<file path="src/rtl/sw_host_driver.sv">
// sw_host_driver
//   Command-driven host front end for the Smith-Waterman accelerator.
//   Commands: SET_PARAM pushes scoring parameters, LOAD_T streams the target
//   sequence words, RUN starts a calculation and serves S-base chunks on the
//   accelerator's request until it reports a result.
//
// Ports
//   clk, rst_n                      clock, async active-low reset
//   cmd_valid_i/cmd_ready_o/cmd_op_i   command handshake and opcode
//   cfg_*_i                         scoring parameters, sampled on SET_PARAM
//   t_data_i/t_valid_i/t_last_i/t_ready_o   T-word stream
//   s_base_i/s_valid_i/s_last_i/s_ready_o   S-base stream
//   acc_*_o                         accelerator control/data (all registered)
//   acc_request_s_i, acc_busy_i, acc_valid_i, acc_result_i   accelerator status
//   res_data_o/res_valid_o          captured score
//   err_o                           sticky T-stream gap error
//
// state  | meaning
// IDLE   | accepting commands when accelerator not busy
// PARAM  | acc_param_valid pulse cycle
// TLOAD  | streaming T words, one per cycle
// TEND   | last word on acc_t; terminator follows
// TWAIT  | waiting for accelerator to digest T (busy high then low, or timeout)
// RSTART | acc_start_cal pulse cycle
// RUN    | serving S chunks, waiting for acc_valid
// DRAIN  | result captured, waiting for acc_busy low
module sw_host_driver #(
   parameter int PE_SIZE   = 8,
   parameter int PE_LOG    = 3,
   parameter int VEF_BIT   = 12,
   parameter int MATCH_BIT = 4
) (
   input  logic                   clk,
   input  logic                   rst_n,
   input  logic                   cmd_valid_i,
   output logic                   cmd_ready_o,
   input  logic [1:0]             cmd_op_i,
   input  logic [MATCH_BIT-1:0]   cfg_match_i,
   input  logic [MATCH_BIT-1:0]   cfg_mismatch_i,
   input  logic [7:0]             cfg_alpha_i,
   input  logic [7:0]             cfg_beta_i,
   input  logic [17:0]            t_data_i,
   input  logic                   t_valid_i,
   input  logic                   t_last_i,
   output logic                   t_ready_o,
   input  logic [1:0]             s_base_i,
   input  logic                   s_valid_i,
   input  logic                   s_last_i,
   output logic                   s_ready_o,
   output logic                   acc_set_t_o,
   output logic                   acc_start_cal_o,
   output logic                   acc_param_valid_o,
   output logic [17:0]            acc_t_o,
   output logic [MATCH_BIT-1:0]   acc_match_o,
   output logic [MATCH_BIT-1:0]   acc_mismatch_o,
   output logic [7:0]             acc_alpha_o,
   output logic [7:0]             acc_beta_o,
   output logic [2*PE_SIZE-1:0]   acc_s_o,
   output logic [PE_LOG:0]        acc_s_valid_o,
   input  logic                   acc_request_s_i,
   input  logic                   acc_busy_i,
   input  logic                   acc_valid_i,
   input  logic [VEF_BIT-1:0]     acc_result_i,
   output logic [VEF_BIT-1:0]     res_data_o,
   output logic                   res_valid_o,
   output logic                   err_o
);

   localparam logic [2:0] IDLE   = 3'd0;
   localparam logic [2:0] PARAM  = 3'd1;
   localparam logic [2:0] TLOAD  = 3'd2;
   localparam logic [2:0] TEND   = 3'd3;
   localparam logic [2:0] TWAIT  = 3'd4;
   localparam logic [2:0] RSTART = 3'd5;
   localparam logic [2:0] RUN    = 3'd6;
   localparam logic [2:0] DRAIN  = 3'd7;

   localparam logic [PE_LOG:0] PE_FULL = (PE_LOG+1)'(PE_SIZE);

   logic [2:0]             state_q, state_d;
   logic                   cmd_rdy_q, cmd_rdy_d;
   logic                   t_rdy_q, t_rdy_d;
   logic                   s_rdy_q, s_rdy_d;
   logic                   set_t_q, set_t_d;
   logic                   start_q, start_d;
   logic                   pv_q, pv_d;
   logic [17:0]            t_q, t_d;
   logic [MATCH_BIT-1:0]   match_q, match_d, mism_q, mism_d;
   logic [7:0]             alpha_q, alpha_d, beta_q, beta_d;
   logic [2*PE_SIZE-1:0]   s_out_q, s_out_d;
   logic [PE_LOG:0]        s_vld_q, s_vld_d;
   logic [VEF_BIT-1:0]     res_q, res_d;
   logic                   res_vld_q, res_vld_d;
   logic                   err_q, err_d;
   logic                   first_q, first_d;
   logic [2:0]             tw_cnt_q, tw_cnt_d;
   logic                   seen_q, seen_d;
   logic [2*PE_SIZE-1:0]   buf_q, buf_d;
   logic [PE_LOG:0]        cnt_q, cnt_d;
   logic                   end_q, end_d;
   logic                   pend_q, pend_d;

   logic                   cmd_xfer, s_take, chunk_rdy;
   logic [PE_LOG-1:0]      idx;

   always_comb begin
      state_d   = state_q;
      set_t_d   = 1'b0;
      start_d   = 1'b0;
      pv_d      = 1'b0;
      t_d       = t_q;
      match_d   = match_q;
      mism_d    = mism_q;
      alpha_d   = alpha_q;
      beta_d    = beta_q;
      s_out_d   = '0;
      s_vld_d   = '0;
      res_d     = res_q;
      res_vld_d = 1'b0;
      err_d     = err_q;
      t_rdy_d   = t_rdy_q;
      first_d   = first_q;
      tw_cnt_d  = tw_cnt_q;
      seen_d    = seen_q;
      buf_d     = buf_q;
      cnt_d     = cnt_q;
      end_d     = end_q;
      pend_d    = pend_q;

      cmd_xfer  = cmd_valid_i && cmd_rdy_q;
      s_take    = s_valid_i && s_rdy_q;
      // An exhausted stream (end seen, nothing buffered) is also "ready": the
      // response is then a zero-count chunk marking end of S.
      chunk_rdy = (cnt_q == PE_FULL) || end_q;
      idx       = cnt_q[PE_LOG-1:0];

      // s_rdy_q is low whenever chunk_rdy is high, so a capture never
      // coincides with a chunk hand-off below.
      if (s_take) begin
         buf_d[{idx, 1'b0} +: 2] = s_base_i;
         cnt_d = cnt_q + 1'b1;
         if (s_last_i) end_d = 1'b1;
      end

      case (state_q)
         IDLE: begin
            if (cmd_xfer) begin
               case (cmd_op_i)
                  2'd0: begin
                     state_d = PARAM;
                     pv_d    = 1'b1;
                     match_d = cfg_match_i;
                     mism_d  = cfg_mismatch_i;
                     alpha_d = cfg_alpha_i;
                     beta_d  = cfg_beta_i;
                  end
                  2'd1: begin
                     state_d = TLOAD;
                     t_rdy_d = 1'b1;
                     first_d = 1'b1;
                  end
                  2'd2: begin
                     state_d = RSTART;
                     start_d = 1'b1;
                     buf_d   = '0;
                     cnt_d   = '0;
                     end_d   = 1'b0;
                     pend_d  = 1'b0;
                  end
                  default: ;
               endcase
            end
         end
         PARAM: state_d = IDLE;
         TLOAD: begin
            if (t_valid_i) begin
               t_d     = t_data_i;
               set_t_d = first_q;
               first_d = 1'b0;
               if (t_last_i) begin
                  t_rdy_d = 1'b0;
                  state_d = TEND;
               end
            end else if (!first_q) begin
               // gap mid-stream: terminate right away, terminator goes out now
               err_d   = 1'b1;
               t_d     = '0;
               t_rdy_d = 1'b0;
               state_d = TEND;
            end
         end
         TEND: begin
            t_d      = '0;
            state_d  = TWAIT;
            tw_cnt_d = 3'd4;
            seen_d   = 1'b0;
         end
         TWAIT: begin
            if (acc_busy_i) begin
               seen_d = 1'b1;
            end else if (seen_q || tw_cnt_q == 3'd1) begin
               state_d = IDLE;
            end else begin
               tw_cnt_d = tw_cnt_q - 3'd1;
            end
         end
         RSTART: state_d = RUN;
         RUN: begin
            if (acc_valid_i) begin
               res_d     = acc_result_i;
               res_vld_d = 1'b1;
               pend_d    = 1'b0;
               state_d   = DRAIN;
            end else if ((acc_request_s_i || pend_q) && chunk_rdy) begin
               s_out_d = buf_q;
               s_vld_d = cnt_q;
               buf_d   = '0;
               cnt_d   = '0;
               pend_d  = 1'b0;
            end else if (acc_request_s_i) begin
               pend_d = 1'b1;
            end
         end
         DRAIN: begin
            if (!acc_busy_i) state_d = IDLE;
         end
         default: state_d = IDLE;
      endcase

      s_rdy_d   = (state_d == RSTART || state_d == RUN) && !end_d && (cnt_d != PE_FULL);
      cmd_rdy_d = (state_d == IDLE) && !acc_busy_i;
   end

   always_ff @(posedge clk or negedge rst_n) begin
      if (!rst_n) begin
         state_q   <= IDLE;
         cmd_rdy_q <= 1'b0;
         t_rdy_q   <= 1'b0;
         s_rdy_q   <= 1'b0;
         set_t_q   <= 1'b0;
         start_q   <= 1'b0;
         pv_q      <= 1'b0;
         t_q       <= '0;
         match_q   <= MATCH_BIT'(6);
         mism_q    <= MATCH_BIT'(1);
         alpha_q   <= 8'd2;
         beta_q    <= 8'd1;
         s_out_q   <= '0;
         s_vld_q   <= '0;
         res_q     <= '0;
         res_vld_q <= 1'b0;
         err_q     <= 1'b0;
         first_q   <= 1'b0;
         tw_cnt_q  <= '0;
         seen_q    <= 1'b0;
         buf_q     <= '0;
         cnt_q     <= '0;
         end_q     <= 1'b0;
         pend_q    <= 1'b0;
      end else begin
         state_q   <= state_d;
         cmd_rdy_q <= cmd_rdy_d;
         t_rdy_q   <= t_rdy_d;
         s_rdy_q   <= s_rdy_d;
         set_t_q   <= set_t_d;
         start_q   <= start_d;
         pv_q      <= pv_d;
         t_q       <= t_d;
         match_q   <= match_d;
         mism_q    <= mism_d;
         alpha_q   <= alpha_d;
         beta_q    <= beta_d;
         s_out_q   <= s_out_d;
         s_vld_q   <= s_vld_d;
         res_q     <= res_d;
         res_vld_q <= res_vld_d;
         err_q     <= err_d;
         first_q   <= first_d;
         tw_cnt_q  <= tw_cnt_d;
         seen_q    <= seen_d;
         buf_q     <= buf_d;
         cnt_q     <= cnt_d;
         end_q     <= end_d;
         pend_q    <= pend_d;
      end
   end

   assign cmd_ready_o       = cmd_rdy_q;
   assign t_ready_o         = t_rdy_q;
   assign s_ready_o         = s_rdy_q;
   assign acc_set_t_o       = set_t_q;
   assign acc_start_cal_o   = start_q;
   assign acc_param_valid_o = pv_q;
   assign acc_t_o           = t_q;
   assign acc_match_o       = match_q;
   assign acc_mismatch_o    = mism_q;
   assign acc_alpha_o       = alpha_q;
   assign acc_beta_o        = beta_q;
   assign acc_s_o           = s_out_q;
   assign acc_s_valid_o     = s_vld_q;
   assign res_data_o        = res_q;
   assign res_valid_o       = res_vld_q;
   assign err_o             = err_q;

endmodule
</file>
<file path="config.mk">
export PLATFORM = sky130hd
export DESIGN_NAME = sw_host_driver
export DESIGN_NICKNAME = d
export VERILOG_FILES = /design/src/rtl/sw_host_driver.sv
export SDC_FILE = /design/constraint.sdc
export NUM_CORES = 1
export LEC_CHECK = 0
export ABC_AREA = 1
export BUFFER_PORTS_ARGS = -buffer_cell sky130_fd_sc_hd__buf_2
export CORE_MARGIN = 2
export CORE_UTILIZATION = 55
export CTS_CLUSTER_DIAMETER = 40
export DETAILED_ROUTE_END_ITERATION = 10
export PLACE_DENSITY = 0.91
export RECOVER_POWER = 100
export SETUP_SLACK_MARGIN = 0.05
export SYNTH_ARGS = -nofsm -noshare
export SYNTH_HDL_FRONTEND = slang
export SYNTH_SLANG_ARGS = --single-unit
</file>
<file path="constraint.sdc">
create_clock -name clk -period 4.3 [get_ports clk]
set_input_delay 0.645 -clock clk [delete_from_list [all_inputs] [get_ports clk]]
set_output_delay 0.645 -clock clk [all_outputs]
set_load 0.05 [all_outputs]
</file>
== After elaboration in Yosys (flattened, before gate mapping) ==
Index checks and enable logic that the tools add are counted.
Storage, ports and cells
  flip-flop bits (word level): 112
  output and inout port bits: 82
  word-level logic and storage cells: 149
Operators by class
  add/subtract/negate cells: 3
  equal/unequal tests: 24
  shift-type cells: 2
  muxes and demuxes: 66
  bitwise operators: 2
  reductions and logical operators: 28
Operators with widths (count)
  two-way mux 16 bit: 8
  two-way mux 18 bit: 2
  one-hot mux 18 bit (2 select lines): 1
  two-way mux 4 bit: 8
  one-hot mux 16 bit (2 select lines): 1
  two-way mux 3 bit: 10
  two-way mux 1 bit: 27
  one-hot mux 3 bit (8 select lines): 1
  equality test 3 bit (second input constant): 6
  bitwise mux 16 bit: 1
  variable shift 2 x 6 -> 16 bit (first input constant): 1
  indexed part select 2 x 6 -> 16 bit: 1
  != test 2 bit (second input constant): 5
  one-hot mux 3 bit (3 select lines): 1
  AND reduction 3 bit: 3
  != test 4 bit (second input constant): 2
  one-hot mux 1 bit (2 select lines): 4
  one-hot mux 4 bit (2 select lines): 1
  AND reduction 4 bit: 2
  nonzero test 2 bit: 4
  equality test 3 x 1 -> 1 bit (second input constant): 2
  equality test 3 x 2 -> 1 bit (second input constant): 2
  logical AND 1 bit: 6
  zero test 3 bit: 2
  other kinds (15): 24

== Longest topological paths before layout ==
  depth after elaboration: 9
  mapped depth: 11
  mapped depth without buffers: 11

== Least setup slack after synthesis ==
No wires, ideal clock.
  path kind: register to register
  from: register cnt_q[0]
  to: register buf_q[15]
  data arrival time: 1659 ps
  data required time: 4180 ps
  setup slack: 2522 ps
  stages on the path, launching flop included: 8
  buffers on the path: 0
  period minus slack after synthesis: 1778 ps
  path through: dfrtp_1 > inv_2 > ha_1 > ha_1 > nor4_1 > nand2_1 > o21ai_0 > nor2_1
Between the ends
  cells in the longest elaborated chain, start to end: 7
  elaborated cells between the ends (all ways): 13
  classes of those cells: add/sub: 1; eq/ne: 1; shift: 2; mux: 7; reduce/logical: 2
RTL lines
  start: declaration: line 99  | logic [PE_LOG:0] cnt_q, cnt_d;
  start signal: assignment: line 282  | cnt_q <= cnt_d;
  negation 4 -> 6 bit: line 140  | buf_d[{idx, 1'b0} +: 2] = s_base_i;
  indexed part select 2 x 6 -> 16 bit / variable shift 2 x 6 -> 16 bit (equally long branches): line 140
  bitwise mux 16 bit: line 140
  two-way mux 16 bit: line 139  | if (s_take) begin
  two-way mux 16 bit, on equally long branches: line 214, 148
  two-way mux 16 bit, on equally long branches: line 209, 147
  one-hot mux 16 bit (2 select lines) *: line 145  | case (state_q)
  net buf_d[15]: line 98  | logic [2*PE_SIZE-1:0] buf_q, buf_d;
  end signal: assignment: line 281  | buf_q <= buf_d;
  end: declaration: line 98
The timed path passes the listed nets; every way through them passes the cells marked *.
A chain may end at the register's enable or synchronous reset.

== Final worst setup path ==
  from: register cnt_q[0]
  to: register buf_q[13]
The elaborated chain is that of the path after synthesis.

==> impl_metrics.csv <==
group,metric,value,unit
critical_path,cpMostUsedCell,"nand3_1",
critical_path,critical-path-max-stage-delay,1.13,ns
critical_path,path_max_fanout,22,
critical_path,worst_setup_path_start_kind,"flop",
global_routing,grt_antenna_before_repair,0,
sta,setup_violations,0,
hold_path,hp-class,"in -> reg",
sta,relSlewSlack,-24.6,%
clocking,ctsResizeCount,0,
synthesis,syn_nets,607,
clocking,cts_setup_buffers,0,
clocking,clk_latency,0.36,ns
floorplan,die_h,98.1,um
run,maxCapViolCount,2,
critical_path,crit_type,"reg -> reg",
synthesis,yosys_warnings,0,
placement,place_hpwl,7.83,mm
layout,final_util,65.1,%
critical_path,cp_cell_sequence,"inv_1, ha_1, nand3_1, nand2_1, nand3_1, nand2_4, a211oi_1",
synthesis,synth_flop_cell,"dfrtp_1",
outcome,outcome,"finished, violations left",
synthesis,synth_area,4870,sq um
global_routing,grt_pass1_wl,18.0,mm
clocking,cts-buffers-inserted,9,
clocking,cts_tree,"yes",
pwr,seqPwrFrac,39.7,%
pwr,ir_drop,397,uV
drt,wl,10.8,mm
pwr,switchingPower,1.86,mW
synthesis,postSynthAreaPerCell,9.13,sq um
drt,drtIter0Drc,180,
drt,first_pass_iters,5,
critical_path,worst_path_max_delay_cell,"nand3_1",
critical_path,cp_top_family,"simple AND/OR/NAND/NOR gates",
floorplan,start_util,56.3,%
clocking,ctsRootBufferMaster,"clkbuf_8",
sta,worst_slew_pin_slew,1.87,ns
layout,fin_nets,754,
placement,gp_congestion,0.908,
clocking,cts.reportedPaths.clkPinSlew,0.11,ns
pwr,p_sw_share,49.5,%
floorplan,top_level_ports,150,
sta,min_period,3.04,ns
drt,ant_nets,0,
pwr,p_per_area,668,nW/um^2
placement,port_buffers,149,
layout,mostFrequentLayoutCells,"nand2_1 (192), dfrtp_1 (107), clkbuf_1 (82), buf_2 (66), nor2_1 (59)",
drt,drcViolationCount,0,
global_routing,grt_max_degree,79,
synthesis,async_flop_share,100,%
placement,pre_cts_slack,2.19,ns
pwr,combPwrFrac,45.4,%
pwr,p_leak,2.98,nW
drt,via_per_inst,5.08,
drt,avgRoutedWirePerCell,13.7,um
clocking,ctsHtreeMaxLevel,3,
critical_path,endpoint_kind,"flop",
sta,fmax,329,MHz
pwr,clkPwrFrac,14.9,%
layout,final_common_cell,"nand2_1",
sta,drv_slew,102,
synthesis,synth-edff-count,0,
synthesis,yosysSeqAreaShare,57.7,%
floorplan,fp.dieArea,9620,sq um
floorplan,core-area,8640,sq um
sta,finalHoldViolations,0,
sta,layout_setup_ws,1.26,ns
sta,grt_setup_unrepaired,"false",
layout,stdcell_count,792,
sta,skew,0.0103,ns
synthesis,ys_ff_latch,112,
clocking,cts_sinks,112,
layout,drive_gt1_share,16.7,%
global_routing,grtUsageTotal,23.1,%
sta,fin_crit_sh,70.6,%
critical_path,crit_buf_inv,1,
floorplan,die_w,98.1,um
critical_path,cp_data_arrival_time,3.30,ns
global_routing,overflow,0,
outcome,violations,"capacitance limit, slew limit",
drt,route.vias.total,4021,
layout,area_growth,15.5,%
floorplan,row_count,34,
pwr,internal_power,1.90,mW
placement,placed_cells,777,
clocking,cts_hold_buf,0,
synthesis,syn_inst,533,
clocking,cts.path.max_buffers,2,
layout,diodes,0,
global_routing,grt_pass1_vias,3893,
critical_path,crit_required,4.57,ns
synthesis,ys_types,35,
sta,final.setup.tns,0,ns
## power groups by stage
stage	Clock [mW]	Combinational [mW]	Sequential, mW
6_report	0.558	1.70	1.49
5_1_grt	0.618	1.85	1.52
4_1_cts	0.579	1.80	1.49
3_5_place_dp	0	1.80	1.51
3_3_place_gp	0	1.74	1.49
2_1_floorplan	0	0.719	2.20
## final timing paths
check | startpoint | endpoint | slack [ns] | depth (start not counted)
max in group asynchronous | rst_n | acc_match_o[1]$_DFFE_PN1P_ | 2.13 | 2
min in group asynchronous | rst_n | acc_t_o[1]$_DFFE_PN0P_ | 0.77 | 1
hold reg to reg | err_o$_DFFE_PN0P_ | err_o$_DFFE_PN0P_ | 0.48 | 1
hold / removal | cfg_beta_i[5] | acc_beta_o[5]$_DFFE_PN0P_ | 0.47 | 3
setup / recovery | cnt_q[0]$_DFF_PN0_ | buf_q[13]$_DFF_PN0_ | 1.26 | 7
setup reg to reg | cnt_q[0]$_DFF_PN0_ | buf_q[13]$_DFF_PN0_ | 1.26 | 7
## sequential cells by signal, summed over array words and instances (netlist names), 3 cells and up
name	count
res_data_o	12
buf_q	16
tw_cnt_q	3
acc_beta_o	8
acc_match_o	4
acc_alpha_o	8
acc_s_valid_o	4
acc_mismatch_o	4
acc_s_o	16
acc_t_o	18
cnt_q	4
state_q	3
## layout make-up
| cell class | count | area [sq um] |
|---|---|---|
| Clock buffer | 9 | 124 |
| Clock inverter | 6 | 45.0 |
| Fill cell | 760 | 3020 |
| Inverter | 51 | 193 |
| Multi-Input combinational cell | 356 | 1660 |
| Sequential cell | 112 | 2810 |
| Tap cell | 108 | 135 |
| Timing Repair Buffer | 150 | 651 |
## cell usage after synthesis (5+ instances only)
| library cell | count | area share (%) |
|---|---|---|
| dfstp_2 | 5 | 2.7 |
| inv_2 | 7 | 0.54 |
| a21oi_1 | 26 | 2.7 |
| nand3_1 | 17 | 1.7 |
| inv_1 | 43 | 3.3 |
| o21ai_0 | 13 | 1.3 |
| buf_6 | 6 | 1.4 |
| nor2_1 | 56 | 4.3 |
| ha_1 | 6 | 1.5 |
| nand2_1 | 189 | 15 |
| buf_4 | 6 | 0.93 |
| nor2_4 | 13 | 3.0 |
| dfrtp_1 | 107 | 55 |
## through the flow
step                      cell area [sq um]  hold slack [ns]  power [mW]
final                                  5620            0.471        3.75
after global routing                   5620            0.465        3.99
after CTS                              5790            0.449        3.87
after detailed placement               5620            0.453        3.31
after global placement                 5620            0.448        3.23
after floorplan                        4870            0.349        2.92
## routing by layer
metal	wire (um)	track usage [%]
met1	4550	30.1
met2	5370	39.1
met3	669	3.79
met4	250	8.87
met5	0	0
## logic make-up after synthesis
kind of cell / Yosys count / share of synthesized area, %
DFF: 112 / 57.7
and+or+nand+nor: 298 / 27.9
AOI/OAI and AO/OA: 51 / 5.89
buffers and inverters: 65 / 6.79
adders and majority gates: 6 / 1.54
xor gates and xnor gates: 1 / 0.180
## tightest hold or removal path: stages
cell and delay, ns:
buf_2 0.08, nand2_1 0.04, nand2_1 0.05
No activity file was read; power rests on OpenSTA's default activity.
